$ cat src/rtl/vote_tally_ctrl.sv
// Voting-station controller: counts debounced button edges into saturating
// tallies, ships them over rts/rtr, then waits for an ack over ctr/cts with bounded retries.
module vote_tally_ctrl #(
    parameter int                NUM_CAND  = 2,
    parameter int                CNT_W     = 4,
    parameter logic [CNT_W-1:0]  ACK_CODE  = 4'hF,
    parameter int                MAX_RETRY = 3,
    parameter logic [CNT_W-1:0]  TEST_PAT  = 4'hA
) (
    input  logic                clock,
    input  logic                reset,
    input  logic                start,
    input  logic                key,
    input  logic                test,
    input  logic [NUM_CAND-1:0] btn,
    input  logic                rtr,
    output logic                rts,
    output logic [CNT_W-1:0]    v_out,
    input  logic                ctr,
    output logic                cts,
    input  logic [CNT_W-1:0]    v_in,
    output logic                busy,
    output logic                fail
);

    localparam int               IDX_W    = (NUM_CAND > 1) ? $clog2(NUM_CAND) : 1;
    localparam logic [IDX_W-1:0] LAST_IDX = IDX_W'(NUM_CAND - 1);
    localparam logic [CNT_W-1:0] CNT_MAX  = '1;
    localparam logic [3:0]       RETRY_LIM = 4'(MAX_RETRY);

    typedef enum logic [2:0] {
        S_IDLE,
        S_COLLECT,
        S_SEND,
        S_RECV,
        S_TEST,
        S_FAIL
    } state_t;

    state_t                         state, state_n;
    logic [NUM_CAND-1:0][CNT_W-1:0] tally, tally_n;
    logic [NUM_CAND-1:0]            last_btn;
    logic [NUM_CAND-1:0]            edges;
    logic [IDX_W-1:0]               idx, idx_n;
    logic [3:0]                     retry, retry_n;
    logic                           rts_n, cts_n, busy_n, fail_n;
    logic [CNT_W-1:0]               v_out_n;

    // NOTE: every variable gets a default before the case so no path leaves
    // one unassigned, which would otherwise infer a latch.
    always_comb begin
        state_n = state;
        tally_n = tally;
        idx_n   = idx;
        retry_n = retry;
        edges   = btn & ~last_btn;

        case (state)
            S_IDLE: begin
                if (test) begin
                    state_n = S_TEST;
                end else if (start && key) begin
                    state_n = S_COLLECT;
                end
            end

            S_COLLECT: begin
                if (key) begin
                    for (int i = 0; i < NUM_CAND; i++) begin
                        if (edges[i] && (tally[i] != CNT_MAX)) begin
                            tally_n[i] = tally[i] + CNT_W'(1);
                        end
                    end
                end
                if (!start) begin
                    state_n = S_SEND;
                    idx_n   = '0;
                end
            end

            S_SEND: begin
                // rts and rtr both high is one accepted word; no idle cycle between words.
                if (rts && rtr) begin
                    if (idx == LAST_IDX) begin
                        state_n = S_RECV;
                    end else begin
                        idx_n = idx + IDX_W'(1);
                    end
                end
            end

            S_RECV: begin
                if (cts && ctr) begin
                    if (v_in == ACK_CODE) begin
                        tally_n = '0;
                        retry_n = '0;
                        state_n = S_IDLE;
                    end else if (retry < RETRY_LIM) begin
                        retry_n = retry + 4'd1;
                        idx_n   = '0;
                        state_n = S_SEND;
                    end else begin
                        state_n = S_FAIL;
                    end
                end
            end

            S_TEST: begin
                if (rts && rtr) begin
                    state_n = S_IDLE;
                end
            end

            S_FAIL: begin
                state_n = S_FAIL;
            end

            default: begin
                state_n = S_IDLE;
            end
        endcase

        // Outputs are decoded from the upcoming state so the registered
        // copies line up with the state register.
        rts_n   = (state_n == S_SEND) || (state_n == S_TEST);
        cts_n   = (state_n == S_RECV);
        busy_n  = (state_n != S_IDLE) && (state_n != S_FAIL);
        fail_n  = (state_n == S_FAIL);
        v_out_n = '0;
        if (state_n == S_SEND) begin
            v_out_n = tally_n[idx_n];
        end else if (state_n == S_TEST) begin
            v_out_n = TEST_PAT;
        end
    end

    // NOTE: sequential state uses non-blocking assignments only, so every
    // register samples the pre-edge values regardless of statement order.
    always_ff @(posedge clock) begin
        if (reset) begin
            state    <= S_IDLE;
            // NOTE: the tally bank is a handful of flops, not a RAM, so it is
            // cleared by reset along with the rest of the state.
            tally    <= '0;
            last_btn <= '0;
            idx      <= '0;
            retry    <= '0;
            rts      <= 1'b0;
            cts      <= 1'b0;
            busy     <= 1'b0;
            fail     <= 1'b0;
            v_out    <= '0;
        end else begin
            state    <= state_n;
            tally    <= tally_n;
            last_btn <= btn;
            idx      <= idx_n;
            retry    <= retry_n;
            rts      <= rts_n;
            cts      <= cts_n;
            busy     <= busy_n;
            fail     <= fail_n;
            v_out    <= v_out_n;
        end
    end

endmodule

$ cat config.mk
export PLATFORM = sky130hd
export DESIGN_NAME = vote_tally_ctrl
export DESIGN_NICKNAME = d
export VERILOG_FILES = /design/src/rtl/vote_tally_ctrl.sv
export SDC_FILE = /design/constraint.sdc
export NUM_CORES = 1
export LEC_CHECK = 0
export ABC_AREA = 0
export BUFFER_PORTS_ARGS = -buffer_cell sky130_fd_sc_hd__clkbuf_2
export CAP_MARGIN = 15
export CORE_MARGIN = 10
export CORE_UTILIZATION = 40
export CTS_BUF_LIST = sky130_fd_sc_hd__clkbuf_4
export CTS_CLUSTER_DIAMETER = 60
export DETAILED_ROUTE_END_ITERATION = 7
export SYNTH_ARGS = -nofsm -noshare
export SYNTH_HDL_FRONTEND = slang
export SYNTH_SLANG_ARGS = --single-unit
$ cat constraint.sdc
create_clock -name clock -period 4.05 [get_ports clock]
set_clock_uncertainty 0.1 [all_clocks]
set_input_delay 0.81 -clock clock [delete_from_list [all_inputs] [get_ports clock]]
set_output_delay 0.81 -clock clock [all_outputs]
set_load 0.02 [all_outputs]
* Word-level counts from Yosys, hierarchy flattened *
Index checks and enable logic that the tools add are counted.

storage, ports and cells
  output and inout port bits = 8
  logic and storage cells = 72
  input port bits = 13
  bits in registers = 26

operators by class
  reduce and logical (&&, ||, !) cells = 11
  $lt $le $gt $ge = 2
  bitwise gates (word level) = 2
  equal/unequal tests = 13
  add/subtract/negate cells = 4
  mux-type cells = 29

operator list
  kind                   number
  $mux W4                8
  $mux W3                9
  $mux W8                3
  $pmux W3 S6            1
  $pmux W8 S2            1
  $add A4 B1 Y4 const B  3
  $eq A3 B2 Y1 const B   4
  $eq A3 B3 Y1 const B   4
  $ne A4 B4 Y1 const B   2
  $logic_and A1 B1 Y1    6
  $mux W1                6
  $eq A4 B4 Y1 const B   1
  $lt A4 B2 Y1 const B   1
  $eq A3 B1 Y1 const B   1
  $logic_not A3 Y1       1
  $ne A3 B3 Y1 const B   1
  $pmux W1 S3            1
  $reduce_and A3 Y1      1
  $reduce_bool A3 Y1     1
  $and A2 B2 Y2          1
  $lt A1 B2 Y1 const B   1
  $not A2 Y2             1
  $reduce_bool A2 Y1     1
  $add A1 B1 Y1 const B  1
  $logic_or A1 B1 Y1     1

* Longest topological paths before layout *
Gate-level depths: netlist of the first run.

  depth after elaboration = 9
  gate-level depth with buffers = 7
  mapped depth without buffers = 6

* Worst setup path before layout of the first run *
Ideal clock, no wire load.

  kind = input to register
  from = in ctr
  to = reg v_out[1]
  data arrival time = 2.030 ns
  cell stages on the path = 5
  library setup time = 0.087 ns
  path slack = 1.833 ns
  buffers on the path = 0
  cells stage by stage = nand3_1 or2_1 o22a_1 or4b_4 o31ai_1

between the ends
  cells in the longest elaborated chain, start to end = 6

RTL lines
  element                                         line      source
  start: declaration                              19        input logic ctr,
  $logic_and A1 B1 Y1 *                           93        if (cts && ctr) begin
  $mux W3 (tied with other cells)                 93
  $pmux W3 S6 (tied with other cells)             58        case (state)
  $eq A3 B3 Y1 / $mux W4 (equally long branches)  132, 131
  $mux W4 (on tied branches)                      132, 131
  $mux W4 *                                       130       if (state_n == S_SEND) begin
  end signal: assignment                          163       v_out <= v_out_n;
  end: declaration                                18        output logic [CNT_W-1:0] v_out,

Mark *: on every way between the ends. The rest lies on a longest branch, timed or not. The select of a mux whose other input is x is not followed.
A chain may end at the register's enable or synchronous reset.

* Final worst setup path of the first run *
  from = reg retry[0]
  to = reg v_out[0]

between the ends
  cells in the longest elaborated chain, start to end = 8

RTL lines
  element                                     line  source
  start: declaration                          45    logic [3:0] retry, retry_n;
  start signal: assignment                    158   retry <= retry_n;
  $lt A4 B2 Y1 *                              98    end else if (retry < RETRY_LIM) begin
  $mux W1                                     98
  $mux W1                                     94    if (v_in == ACK_CODE) begin
  $mux W1                                     93
  $pmux W1 S3                                 58
  $mux W4 (not written as such) (2 in a row)  131   v_out_n = tally_n[idx_n];
  $mux W4 *                                   130

Marked as above.

==> results_dict.tcl, run 1 <==
set metrics [dict create \
    status "finished, final reports clean" \
    antenna_found_initial 0 \
    drive_above_1_share_pct 17.07 \
    dieArea_mm2 0.005812 \
    cts-resized-gates 0 \
    cp_data_required_time_ns 4.13 \
    synth_cell_type_count 46 \
    maxSlewViolCount 0 \
    min_period_ns 2.494 \
    routed_wl_mm 2.798 \
    syn_nets 160 \
    dpl.hpwl_mm 2.237 \
    hold_violations 0 \
    placed_area_mm2 0.001396 \
    die_w_um 76.24 \
    routed_via_density 5.356 \
    row_count 20 \
    synthFlopType "dfxtp_1" \
    path_class "register to register" \
    yosys_warnings 0 \
    clockBufferDepth 2 \
    grt_pass1_wl_mm 4.823 \
    grt_pass1_vias 1100 \
    hp-class "register to register" \
    cts-root-buf "clkbuf_4" \
    drc 0 \
    fmax_mhz 400.9 \
    ios 21 \
    die_y_um 76.24 \
    period_share_pct 61.58 \
    grt_max_degree 21 \
    peakVddDrop_mv 0.1358 \
    cts_tree "yes" \
    post-place-cells 204 \
    synth.top_cell.area_share_pct 41.15 \
    vias 1114 \
    area_delta_synth_final_pct 12.46 \
    synth_area_leaders "dfxtp_1 41%, nor2_1 6.5%, a21oi_1 3.2%" \
    clk_latency_ns 0.31 \
    nets 181 \
    netlist_instances 144 \
    htree_levels 1 \
    drv_cap 0 \
    start_util_pct 41.78 \
    synth_seq_cells 26 \
    timing.slew.headroom_pct 44.96 \
    post_cts_buffers 0 \
    start_kind "register" \
    place_congestion 0.8275 \
    rsz0062_at_grt "no" \
    cp_max_fo 5 \
    stdcell_count 208 \
    firstDrtPassIters 4 \
    synth_area_mm2 0.001265 \
    cts_inserted_buffers 3 \
    core_mm2 0.003028 \
    synth-edff-count 0 \
    num_antenna_cells 0 \
    final.setup.tns_ns 0 \
    portBuffers 20 \
    utilization_pct 46.98 \
    wl_per_cell_um 13.45 \
    async_flop_share_pct 0 \
    seq_area_frac_synth_pct 41.15 \
    crit_path_end_kind "register" \
    clock_sinks 26 \
    ant_nets 0 \
    gr-usage-all-layers_pct 9.653 \
    setup_viol_count_final 0 \
    cp.arrival_ns 2.57 \
    powerDensity_mw_per_mm2 309.6 \
    path_clk_slew_ns 0.14 \
    fin_area_mm2 0.001423 \
    tightest_slew_ns 0.8141 \
    postCtsHoldBufs 0 \
    synth_largest_area_cell "dfxtp_1" \
    power_uw 440.5 \
    syn_area_per_cell_um2 8.784 \
    grt_overflow 0 \
    leakage_uw 0.0005546 \
    drt_iter0_drc 55 \
]
power by group:
group	switching [uW]	leakage, uW	internal, uW
logic	33.9	0.000328	24.2
clock network	74.1	0.0000154	36.1
registers	7.26	0.000211	265
cells in the final DEF (no fill, tap or decap), types with 2 or more instances in the layout:
cell	count
a211oi_1	3
a21oi_1	8
a22oi_1	3
a31oi_1	2
and2_1	3
and3_1	3
and3b_1	2
clkbuf_2	20
clkbuf_4	3
dfxtp_1	26
ha_1	3
inv_1	3
mux2i_1	2
nand2_1	4
nand2b_1	3
nand3_1	4
nand4_1	2
nand4b_1	2
nor2_1	22
nor2b_1	4
nor3_1	3
nor3b_1	4
nor4_1	3
o211ai_1	2
o21ai_0	6
o31ai_1	3
or3_1	2
flip-flops by register name (all words and copies together) (netlist names):
| name | count |
|---|---|
| idx | 1 |
| cts | 1 |
| rts | 1 |
| state | 3 |
| v_out | 4 |
| tally | 8 |
| busy | 1 |
| fail | 1 |
| retry | 4 |
| last_btn | 2 |
critical path: stages, from the launching register on:
cell      delay [ns]
dfxtp_1         0.35
ha_1            0.21
or3_4           0.34
nor4b_1         0.69
nor3_1          0.30
a221oi_1        0.29
a211oi_1        0.08
cell usage after synthesis (2+ instances only):
cell	n
dfxtp_1	26
nor2_1	22
a21oi_1	8
o21ai_0	6
nand2_1	4
nand3_1	4
nor2b_1	4
nor3b_1	4
a211oi_1	3
a22oi_1	3
and2_1	3
and3_1	3
ha_1	3
inv_1	3
nand2b_1	3
nor3_1	3
nor4_1	3
o31ai_1	3
a31oi_1	2
and3b_1	2
clkbuf_1	2
mux2i_1	2
nand4_1	2
nand4b_1	2
o211ai_1	2
or3_1	2
worst paths after layout:
kind	cells after the start	startpoint	slack (ns)	endpoint
worst max-delay path	6	retry[0]$_SDFFE_PP0P_	1.56	v_out[0]$_SDFF_PP0_
worst min-delay path	1	retry[3]$_SDFFE_PP0P_	0.40	retry[3]$_SDFFE_PP0P_
worst max register to register	6	retry[0]$_SDFFE_PP0P_	1.56	v_out[0]$_SDFF_PP0_
worst min register to register	1	retry[3]$_SDFFE_PP0P_	0.40	retry[3]$_SDFFE_PP0P_
cell type report:
class | instances | area (um2)
inverters | 3 | 11.26
fillers | 301 | 1605
repair buffers | 20 | 100.1
well taps | 44 | 55.05
multi-input cells | 111 | 709.4
clock buffers | 3 | 22.52
clock inverters | 1 | 3.754
flip-flops and latches | 26 | 520.5
routing by layer:
metal | share of wire, % | vias up | GRT usage, %
li1 | - | 574 | -
met2 | 47 | 17 | 16.50
met5 | 0 | - | 0
met1 | 48 | 521 | 11.68
met4 | 0.43 | 0 | 2.788
met3 | 4.5 | 2 | 2.241
stage by stage:
step	hold WS, ns	setup WS (ns)
2_1_floorplan	0.3552	1.833
3_3_place_gp	0.3726	1.393
3_5_place_dp	0.3801	1.351
4_1_cts	0.4049	1.605
5_1_grt	0.4143	1.424
6_report	0.4028	1.556
kinds of logic after synthesis:
| family | after synthesis | share of synthesized area, % |
|---|---|---|
| AO/OA/AOI/OAI | 35 | 18.60 |
| flip-flops | 26 | 41.15 |
| AND/OR/NAND/NOR | 71 | 32.94 |
| adder cells (fa/ha/maj) | 3 | 2.968 |
| buffers and inverters | 7 | 2.769 |
| multiplexers | 2 | 1.583 |
Note: power is estimated with default switching activity, not from simulation.
==> run 2: changes to the inputs <==
==> constraint.sdc (replaced) <==
create_clock -name clock -period 2.1 [get_ports clock]
set_clock_uncertainty 0.1 [all_clocks]
set_input_delay 0.42 -clock clock [delete_from_list [all_inputs] [get_ports clock]]
set_output_delay 0.42 -clock clock [all_outputs]
set_load 0.02 [all_outputs]
==> results_dict.tcl, run 2 (same netlist as run 1, synthesis figures left out) <==
set metrics [dict create \
    status "finished, final reports clean" \
    num_antenna_cells 0 \
    antenna_found_initial 0 \
    hp-start "reset" \
    ios 21 \
    drt_iter0_drc 77 \
    power_uw 1015 \
    nets 196 \
    setup_viol_count_final 0 \
    post-place-cells 219 \
    start_kind "register" \
    reg2reg_depth 6 \
    ant_nets 0 \
    drv_cap 0 \
    vias 1206 \
    firstDrtPassIters 4 \
    final_common_cell "dfxtp_1" \
    cts_tree "yes" \
    stdcell_count 223 \
    post_cts_buffers 0 \
    clockPowerShare_pct 34.8 \
    routed_wl_mm 3.203 \
    hp-class "input port to register" \
    routed_via_density 5.408 \
    portBuffers 20 \
    maxSlewViolCount 0 \
    p_sw_uw 247.7 \
    fin_area_mm2 0.001605 \
    grt_max_degree 18 \
    r2r_slack_ns 0.09 \
    gr-usage-all-layers_pct 11.13 \
    num-fill-cells 281 \
    cts-root-buf "clkbuf_4" \
    start_util_pct 41.78 \
    min_period_ns 2.013 \
    place_congestion 0.8371 \
    final.setup.tns_ns 0 \
    power_frac_comb_pct 13.4 \
    path_class "register to register" \
    row_count 20 \
    drc 0 \
    period_share_pct 95.86 \
    switching_share_pct 24.39 \
    cp_data_required_time_ns 2.26 \
    rr_startpoint "retry[0]$_SDFFE_PP0P_" \
    largestRegisters "tally (8), retry (4), v_out (4)" \
    clk_latency_ns 0.33 \
    placed_area_mm2 0.001509 \
    path_clk_slew_ns 0.15 \
    area_delta_synth_final_pct 26.90 \
    die_y_um 76.24 \
    dieArea_mm2 0.005812 \
    crit_path_end_kind "register" \
    powerDensity_mw_per_mm2 632.6 \
    cts_inserted_buffers 3 \
    regMostFlops "tally" \
    pwr-share-seq_pct 51.8 \
    rsz0062_at_grt "no" \
    utilization_pct 53.02 \
    grt_overflow 0 \
    postCtsHoldBufs 0 \
    grt_pass1_wl_mm 5.464 \
    internal_power_uw 767.8 \
    dpl.hpwl_mm 2.492 \
    peakVddDrop_mv 0.2686 \
    fmax_mhz 496.8 \
    wl_per_cell_um 14.36 \
    hold_violations 0 \
    tightest_slew_ns 0.3638 \
    clock_sinks 26 \
    largest_reg_flops 8 \
    clockBufferDepth 2 \
    r2r-end "v_out[1]$_SDFF_PP0_" \
    leakage_uw 0.0006579 \
    die_w_um 76.24 \
    cp_max_fo 5 \
    crit_end "v_out[1]$_SDFF_PP0_" \
    cp.arrival_ns 2.17 \
    timing.slew.headroom_pct 75.52 \
    cp-startpoint "retry[0]$_SDFFE_PP0P_" \
    mostFrequentLayoutCells "23 x dfxtp_1, 22 x nor2_1, 20 x clkbuf_2, 15 x buf_4, 7 x a21oi_1" \
    core_mm2 0.003028 \
    grt_pass1_vias 1230 \
    drive_above_1_share_pct 29.61 \
    htree_levels 1 \
]
==> run 2: power by group through the flow <==
stage / Combinational, uW / Clock (uW) / Sequential [uW]
final: 136 / 353 / 526
after global routing: 150 / 383 / 530
after CTS: 135 / 358 / 525
after detailed placement: 132 / 0 / 535
after global placement: 130 / 0 / 535
after floorplan: 69.0 / 0 / 544
==> run 2: cell type report <==
class	instances	area, um2	area share [%]
clock buffer	3	22.52	1.403
inverter	3	11.26	0.7015
multi-input combinational	111	749.5	46.69
clock inverter	1	30.03	1.871
tap	44	55.05	3.429
timing repair buffer	35	212.7	13.25
sequential	26	524.3	32.66
==> run 2: timing repair <==
action	CTS	global route
resized for setup	2	8
pin swaps	0	0
setup endpoints to repair	2	6
==> run 2: routing by layer <==
| metal | part of all wire (%) | up-vias | global-route usage, % |
|---|---|---|---|
| met5 | 0 | - | 0 |
| met4 | 1.3 | 0 | 5.948 |
| met3 | 4.9 | 5 | 2.594 |
| met2 | 46 | 28 | 16.84 |
| met1 | 48 | 568 | 14.21 |
| li1 | - | 605 | - |
==> run 2: how the worst min path moves through the flow <==
stage	depth (start not counted)	slack (ns)	end
final	2	0.18	idx$_SDFF_PP0_
after global routing	2	0.18	idx$_SDFF_PP0_
after CTS	2	0.18	idx$_SDFF_PP0_
after detailed placement	1	0.39	retry[3]$_SDFFE_PP0P_
after global placement	1	0.38	retry[2]$_SDFFE_PP0P_
after floorplan	1	0.36	retry[3]$_SDFFE_PP0P_
==> run 2: per-stage QoR <==
stage	hold slack, ns	setup slack, ns
6_report	0.1832	0.08695
5_1_grt	0.1802	0.01768
4_1_cts	0.1805	0.005955
3_5_place_dp	0.3855	-0.007626
3_3_place_gp	0.3821	0.03032
2_1_floorplan	0.3552	0.09455
==> run 2: critical path, cell delays in order (launching register included) <==
cell and delay (ns):
dfxtp_1 0.34, ha_1 0.20, or3_4 0.36, a21oi_2 0.16
o221ai_2 0.15, or3_4 0.39, o31ai_1 0.23
